--- config.mk ---
export PLATFORM = sky130hd
export DESIGN_NAME = mult_div_unit
export DESIGN_NICKNAME = d
export VERILOG_FILES = /design/src/rtl/mult_div_unit.sv
export SDC_FILE = /design/constraint.sdc
export NUM_CORES = 1
export LEC_CHECK = 0
export CAP_MARGIN = 25
export CORE_MARGIN = 5
export CORE_UTILIZATION = 52
export CTS_BUF_LIST = sky130_fd_sc_hd__clkbuf_2
export DETAILED_ROUTE_END_ITERATION = 16
export HOLD_SLACK_MARGIN = 0.02
export PLACE_DENSITY = 0.9
export SYNTH_ARGS = -nofsm -noshare
export SYNTH_HDL_FRONTEND = slang
export SYNTH_SLANG_ARGS = --single-unit
--- constraint.sdc ---
create_clock -name clk -period 2.81 [get_ports clk]
set_clock_uncertainty 0.1 [all_clocks]
set_input_delay 0.281 -clock clk [delete_from_list [all_inputs] [get_ports clk]]
set_output_delay 0.281 -clock clk [all_outputs]
set_load 0.01 [all_outputs]
--- src/rtl/mult_div_unit.sv ---
// Iterative multiply/divide unit: shift-add multiply and restoring divide, one bit per cycle.
// Define SIGNED_OPS_EN to let op[1] select two's-complement operation.
module mult_div_unit #(
    parameter int WIDTH = 16
) (
    input  logic             clk,
    input  logic             reset,
    input  logic             start,
    input  logic [1:0]       op,
    input  logic [WIDTH-1:0] a,
    input  logic [WIDTH-1:0] b,
    output logic             busy,
    output logic             done,
    output logic [WIDTH-1:0] result_hi,
    output logic [WIDTH-1:0] result_lo,
    output logic             div_by_zero
);
    localparam int CW = $clog2(WIDTH);

    typedef enum logic [1:0] {IDLE, RUN, DONE} state_t;
    state_t state, state_nxt;

    logic [CW-1:0]    cnt;
    logic [WIDTH-1:0] hi;    // partial product high half, or partial remainder
    logic [WIDTH-1:0] lo;    // multiplier shifting out, or dividend shifting into quotient
    logic [WIDTH-1:0] opb;   // multiplicand or divisor magnitude
    logic             is_div, neg_q, neg_r, dbz;

    logic             load, last;
    logic             sgn, sa, sb;
    logic [WIDTH-1:0] mag_a, mag_b;

`ifdef SIGNED_OPS_EN
    assign sgn = op[1];
`else
    logic unused_op_sign;
    assign unused_op_sign = op[1];
    assign sgn = 1'b0;
`endif

    assign sa    = sgn & a[WIDTH-1];
    assign sb    = sgn & b[WIDTH-1];
    assign mag_a = sa ? -a : a;
    assign mag_b = sb ? -b : b;
    assign load  = start && (state != RUN);
    assign last  = (state == RUN) && (cnt == CW'(WIDTH-1));
    assign busy  = (state == RUN);
    assign done  = (state == DONE);

    always_ff @(posedge clk) begin
        // NOTE: registers take non-blocking assignments so every flop samples pre-edge values.
        if (reset) state <= IDLE;
        else       state <= state_nxt;
    end

    always_comb begin
        // NOTE: default assigned first so every path drives state_nxt and no latch is inferred.
        state_nxt = state;
        case (state)
            IDLE:    if (start) state_nxt = RUN;
            RUN:     if (last) state_nxt = DONE;
            DONE:    state_nxt = start ? RUN : IDLE;
            default: state_nxt = IDLE;
        endcase
    end

    logic [WIDTH:0]     mul_sum, div_shift;
    logic [WIDTH-1:0]   div_diff, hi_nxt, lo_nxt;
    logic               div_ge;

    always_comb begin
        mul_sum   = {1'b0, hi} + {1'b0, opb & {WIDTH{lo[0]}}};
        div_shift = {hi, lo[WIDTH-1]};
        div_ge    = div_shift >= {1'b0, opb};
        div_diff  = div_shift[WIDTH-1:0] - opb;
        if (is_div) begin
            hi_nxt = div_ge ? div_diff : div_shift[WIDTH-1:0];
            lo_nxt = {lo[WIDTH-2:0], div_ge};
        end else begin
            hi_nxt = mul_sum[WIDTH:1];
            lo_nxt = {mul_sum[0], lo[WIDTH-1:1]};
        end
    end

    // Sign fix-up applied to the final iteration's outputs as they enter DONE.
    logic [2*WIDTH-1:0] prod_raw, prod;
    logic [WIDTH-1:0]   quot, rem;

    always_comb begin
        prod_raw = {hi_nxt, lo_nxt};
        prod     = neg_q ? -prod_raw : prod_raw;
        quot     = dbz ? '1 : (neg_q ? -lo_nxt : lo_nxt);
        rem      = neg_r ? -hi_nxt : hi_nxt;
    end

    always_ff @(posedge clk) begin
        if (reset) begin
            // NOTE: datapath and result registers are cleared too, so an aborted operation leaves all outputs at 0.
            cnt         <= '0;
            hi          <= '0;
            lo          <= '0;
            opb         <= '0;
            is_div      <= 1'b0;
            neg_q       <= 1'b0;
            neg_r       <= 1'b0;
            dbz         <= 1'b0;
            result_hi   <= '0;
            result_lo   <= '0;
            div_by_zero <= 1'b0;
        end else begin
            if (load) begin
                cnt    <= '0;
                hi     <= '0;
                lo     <= op[0] ? mag_a : mag_b;
                opb    <= op[0] ? mag_b : mag_a;
                is_div <= op[0];
                neg_q  <= sa ^ sb;
                neg_r  <= sa;
                dbz    <= op[0] && (b == '0);
            end else if (state == RUN) begin
                cnt <= cnt + CW'(1);
                hi  <= hi_nxt;
                lo  <= lo_nxt;
            end
            if (last) begin
                if (is_div) begin
                    result_hi <= rem;
                    result_lo <= quot;
                end else begin
                    {result_hi, result_lo} <= prod;
                end
                div_by_zero <= dbz;
            end
        end
    end
endmodule

# --- After elaboration in Yosys (flattened, before gate mapping) ---
# Index checks and enable logic that the tools add are counted.
classes:
  eq_ne: 6
  bitwise_logic: 1
  n_addsub: 3
  order_cmp: 1
  n_reduce_logical: 8
  muxes: 13
op_table:
  columns: ["cell", "n"]
  rows:
  - ["2-to-1 mux 16 bit", 9]
  - ["adder 16 x 16 -> 17 bit", 1]
  - [">= comparator 17 x 16 -> 1 bit", 1]
  - ["bitwise AND 16 bit", 1]
  - ["logical NOT 16 bit", 1]
  - ["subtractor 16 bit", 1]
  - ["one-hot mux 2 bit (3 select lines)", 1]
  - ["adder 4 x 1 -> 4 bit (second input constant)", 1]
  - ["equality test 4 bit (second input constant)", 1]
  - ["2-to-1 mux 2 bit", 2]
  - ["inequality test 2 x 1 -> 1 bit (second input constant)", 2]
  - ["logical AND 1 bit", 3]
  - ["equality test 2 x 1 -> 1 bit (second input constant)", 1]
  - ["equality test 2 bit (second input constant)", 1]
  - ["logical NOT 2 bit", 1]
  - ["inequality test 2 bit (second input constant)", 1]
  - ["AND reduction 2 bit", 1]
  - ["nonzero test 2 bit", 1]
  - ["OR reduction 2 bit", 1]
  - ["2-to-1 mux 1 bit", 1]
word_totals:
  elab_cells: 42
  input_bits: 37
  out_inout_bits: 35
  reg_bits: 89

# --- Depth between registers and ports, before layout ---
logic_depth:
  ltp_word: 5
  ltp_mapped: 12
  ltp_nobuf: 12

# --- Worst setup path after synthesis ---
# Ideal clock, no wire load.
synth_path:
  path_kind: "reg2reg"
  startpoint: "reg lo[0]"
  endpoint: "reg result_hi[15]"
  period_less_slack_ns: 2.955
  t_arrival_ns: 2.731
  path_stages_with_launch: 13
  setup_ns: 0.123
  slack_ns: -0.145
  path_buffers: 1
  cell_sequence: "dfxtp_1 clkbuf_1 and2_1 ha_1 fa_1 a211oi_1 nor2_1 a31o_2 o2bb2ai_1 o21ai_0 a2111o_1 o211ai_1 o21ai_0"
synth_between:
  elab_chain_len: 3
synth_rtl:
  columns: ["element", "line_no", "rtl"]
  rows:
  - ["from (decl)", "25", "logic [WIDTH-1:0] lo;"]
  - ["from (signal assigned)", "114", "lo <= op[0] ? mag_a : mag_b;"]
  - ["from (signal assigned)", "123", "lo <= lo_nxt;"]
  - ["bitwise AND 16 bit", "72", "mul_sum = {1'b0, hi} + {1'b0, opb & {WIDTH{lo[0]}}};"]
  - ["adder 16 x 16 -> 17 bit", "72", null]
  - ["2-to-1 mux 16 bit", "76", "if (is_div) begin"]
  - ["to (signal assigned)", "127", "result_hi <= rem;"]
  - ["to (signal assigned)", "130", "{result_hi, result_lo} <= prod;"]
  - ["to (decl)", "14", "output logic [WIDTH-1:0] result_hi,"]
# Every way passes these cells.
# A chain may end at the register's enable or synchronous reset.

# --- Worst setup path after layout ---
layout_path:
  startpoint: "reg opb[15]"
  endpoint: "reg hi[13]"
layout_between:
  elab_chain_len: 3
layout_rtl:
  columns: ["element", "line_no", "rtl"]
  rows:
  - ["from (decl)", "26", "logic [WIDTH-1:0] opb;"]
  - ["from (signal assigned)", "115", "opb <= op[0] ? mag_b : mag_a;"]
  - [">= comparator 17 x 16 -> 1 bit", "74", "div_ge = div_shift >= {1'b0, opb};"]
  - ["2-to-1 mux 16 bit", "77", "hi_nxt = div_ge ? div_diff : div_shift[WIDTH-1:0];"]
  - ["2-to-1 mux 16 bit", "76", null]
  - ["to (signal assigned)", "122", "hi <= hi_nxt;"]
  - ["to (decl)", "24", "logic [WIDTH-1:0] hi;"]
# Every way passes these cells.

==> results.sh <==
export IMPL_setup_ws_ns=-0.172
export IMPL_wl_um=21100
export IMPL_portBuffers=70
export IMPL_synth_enable_flop_cells=0
export IMPL_layout_common_cells="nor2_1, buf_4, dfxtp_1"
export IMPL_dr_total_vias=6464
export IMPL_setup_viol_count_final=30
export IMPL_grtUsageTotal=0.286
export IMPL_netlist_instances=712
export IMPL_hp_class="in -> reg"
export IMPL_place_congestion=0.950
export IMPL_hp_start="op[0]"
export IMPL_async_flop_share=0
export IMPL_final_common_cell="nor2_1"
export IMPL_cts_buffers=9
export IMPL_worstSetupEndpointType="flip-flop"
export IMPL_hold_ws_ns=0.161
export IMPL_synth_top_cell_area_share=0.314
export IMPL_critPathKind="reg -> reg"
export IMPL_clockBufferDepth=2
export IMPL_viasPerCell=6.41
export IMPL_routedWlPerCell_um=20.9
export IMPL_overflow=0
export IMPL_path_max_fanout=4
export IMPL_place_area_mm2=0.00710
export IMPL_vdd_drop_max_mv=0.376
export IMPL_ios=72
export IMPL_leakage_uw=0.00314
export IMPL_final_cell_area_mm2=0.00791
export IMPL_syn_nets=784
export IMPL_hpwl_um=13300
export IMPL_dr_pass1_iters=5
export IMPL_postSynthAreaPerCell_um2=7.97
export IMPL_startpoint_type="flip-flop"
export IMPL_cp_cell_sequence="inv_1, ha_1, nand3_1, nor3_1, o211ai_1, buf_4, and3_1, a2111oi_2, nor3_1"
export IMPL_grt_pass1_vias=6070
export IMPL_yosysSeqAreaShare=0.314
export IMPL_synth_main_ff_cell="dfxtp_1"
export IMPL_critical_path_startpoint="opb[15]$_SDFFE_PP0P_"
export IMPL_drive_gt1_frac=0.262
export IMPL_cts_tree="yes"
export IMPL_netlist_area_mm2=0.00568
export IMPL_reg2reg_from="opb[15]$_SDFFE_PP0P_"
export IMPL_max_cap_violations=0
export IMPL_initial_core_util=0.528
export IMPL_crit_slowest_cell="dfxtp_1"
export IMPL_violations="setup timing"
export IMPL_grt_pass1_wl_um=29500
export IMPL_yosys_area_top_type="dfxtp_1"
export IMPL_htree_levels=3
export IMPL_slew_headroom=0.467
export IMPL_tightest_slew_ns=0.799
export IMPL_postLayoutCoreUtil=0.736
export IMPL_slew_violations=0
export IMPL_path_clk_slew_ns=0.27
export IMPL_powerDensity_mw_per_mm2=424
export IMPL_nFillCells=730
export IMPL_ant_nets=0
export IMPL_clock_latency_ns=0.62
export IMPL_synth_area_top_cells="dfxtp_1, mux2i_1, nor2_1, ha_1, a211oi_1"
export IMPL_outcome="complete, but fails checks"
export IMPL_max_freq_ghz=0.335
export IMPL_finalHoldViolations=0
export IMPL_die_w_um=114
export IMPL_ys_ff_latch=89
export IMPL_design_die_area_mm2=0.0131
export IMPL_antenna_found_initial=1
export IMPL_ys_warn_count=0
export IMPL_area_delta_synth_final_pct=39.4
export IMPL_drc=0
export IMPL_dp_slack_ns=-0.115
export IMPL_first_iter_violations=708
export IMPL_grt_max_degree=43
export IMPL_nNetsFinal=935
export IMPL_critical_path_max_stage_delay_ns=0.47
export IMPL_period_share=1.06
export IMPL_rsz0062_at_grt="true"
export IMPL_cts_root_buffer="clkbuf_2"
export IMPL_p_total_uw=3360
export IMPL_critPathArrivalTime_ns=3.38
export IMPL_finalCriticalPeriod_ns=2.98
export IMPL_cp_data_required_time_ns=3.21
export IMPL_clock_sinks=89
export IMPL_cp_common_cell="nor3_1"
export IMPL_rows=38
export IMPL_synth_cell_types=59
export IMPL_core_mm2=0.0107
export IMPL_die_h_um=114
[cell usage after synthesis (13+ instances only)]
| cell | count |
|---|---|
| xor2_1 | 13 |
| mux2i_1 | 52 |
| o21ai_0 | 41 |
| clkbuf_1 | 37 |
| xnor2_1 | 13 |
| a21oi_1 | 70 |
| dfxtp_1 | 89 |
| nand2_1 | 30 |
| and2_1 | 18 |
| inv_1 | 24 |
| nor2_1 | 122 |
| ha_1 | 33 |
| nand3_1 | 13 |
| a211oi_1 | 47 |
[worst max-delay path, delay by kind of cell, from the launching register on]
kind	cells	cell delay [ns]
AOI/OAI and AO/OA	2	0.66
adders and majority gates	1	0.39
buffers and inverters	2	0.27
DFF	1	0.47
and+or+nand+nor	4	0.98
[routing by layer]
layer / vias up / global-route usage / wire, um
li1: 2873 / - / -
met1: 2925 / 0.321 / 7340
met2: 483 / 0.479 / 9930
met3: 183 / 0.0756 / 2220
met4: 0 / 0.183 / 1610
met5: - / 0 / 0
[kinds of logic after synthesis]
logic type / share of synthesized area
compound gates: 0.226
xor+xnor: 0.0401
fa+ha+maj: 0.0798
buf+inv: 0.0450
flops: 0.314
mux: 0.106
simple gates: 0.189
[worst paths after layout]
path | cells after the start | slack, ns | endpoint
max | 9 | -0.17 | hi[13]$_SDFFE_PP0P_
min reg2reg | 2 | 0.38 | result_hi[1]$_SDFFE_PP0P_
max reg2reg | 9 | -0.17 | hi[13]$_SDFFE_PP0P_
min | 3 | 0.16 | opb[2]$_SDFFE_PP0P_
[power breakdown]
| part | total, uW | internal [uW] | switching [uW] |
|---|---|---|---|
| registers | 1380 | 1320 | 54.1 |
| logic | 1250 | 571 | 677 |
| clock network | 732 | 225 | 507 |
[repair_timing]
action / CTS / global route
buffers inserted: 14 / 8
resized for setup: 57 / 65
endpoints found under the setup margin: 29 / 33
hold buffers: 1 / 0
hold endpoints to repair: 11 / 0
pin swaps: 21 / 42
[cell type report]
| cell class | count | area, um^2 | share of cell area |
|---|---|---|---|
| multi-input cells | 557 | 4110 | 0.519 |
| flip-flops and latches | 89 | 1810 | 0.228 |
| repair buffers | 182 | 1600 | 0.202 |
| well taps | 140 | 175 | 0.0221 |
| inverters | 24 | 90.1 | 0.0114 |
| clock inverters | 7 | 87.6 | 0.0111 |
| clock buffers | 9 | 45.0 | 0.00569 |
| diodes | 1 | 2.50 | 0.000316 |
[sequential cells by signal, summed over array words and instances, names as in the netlist]
signal       flops
state            2
dbz              1
is_div           1
div_by_zero      1
lo              16
hi              16
opb             16
cnt              4
result_lo       16
result_hi       16
[per-stage QoR]
step,cells,TNS (ns)
6_report,1009,-3.45
5_1_grt,1009,-11.05
4_1_cts,1002,-0.000728
3_5_place_dp,971,-1.08
3_3_place_gp,971,-0.199
2_1_floorplan,712,0
Power figures use the tool's default switching activity.
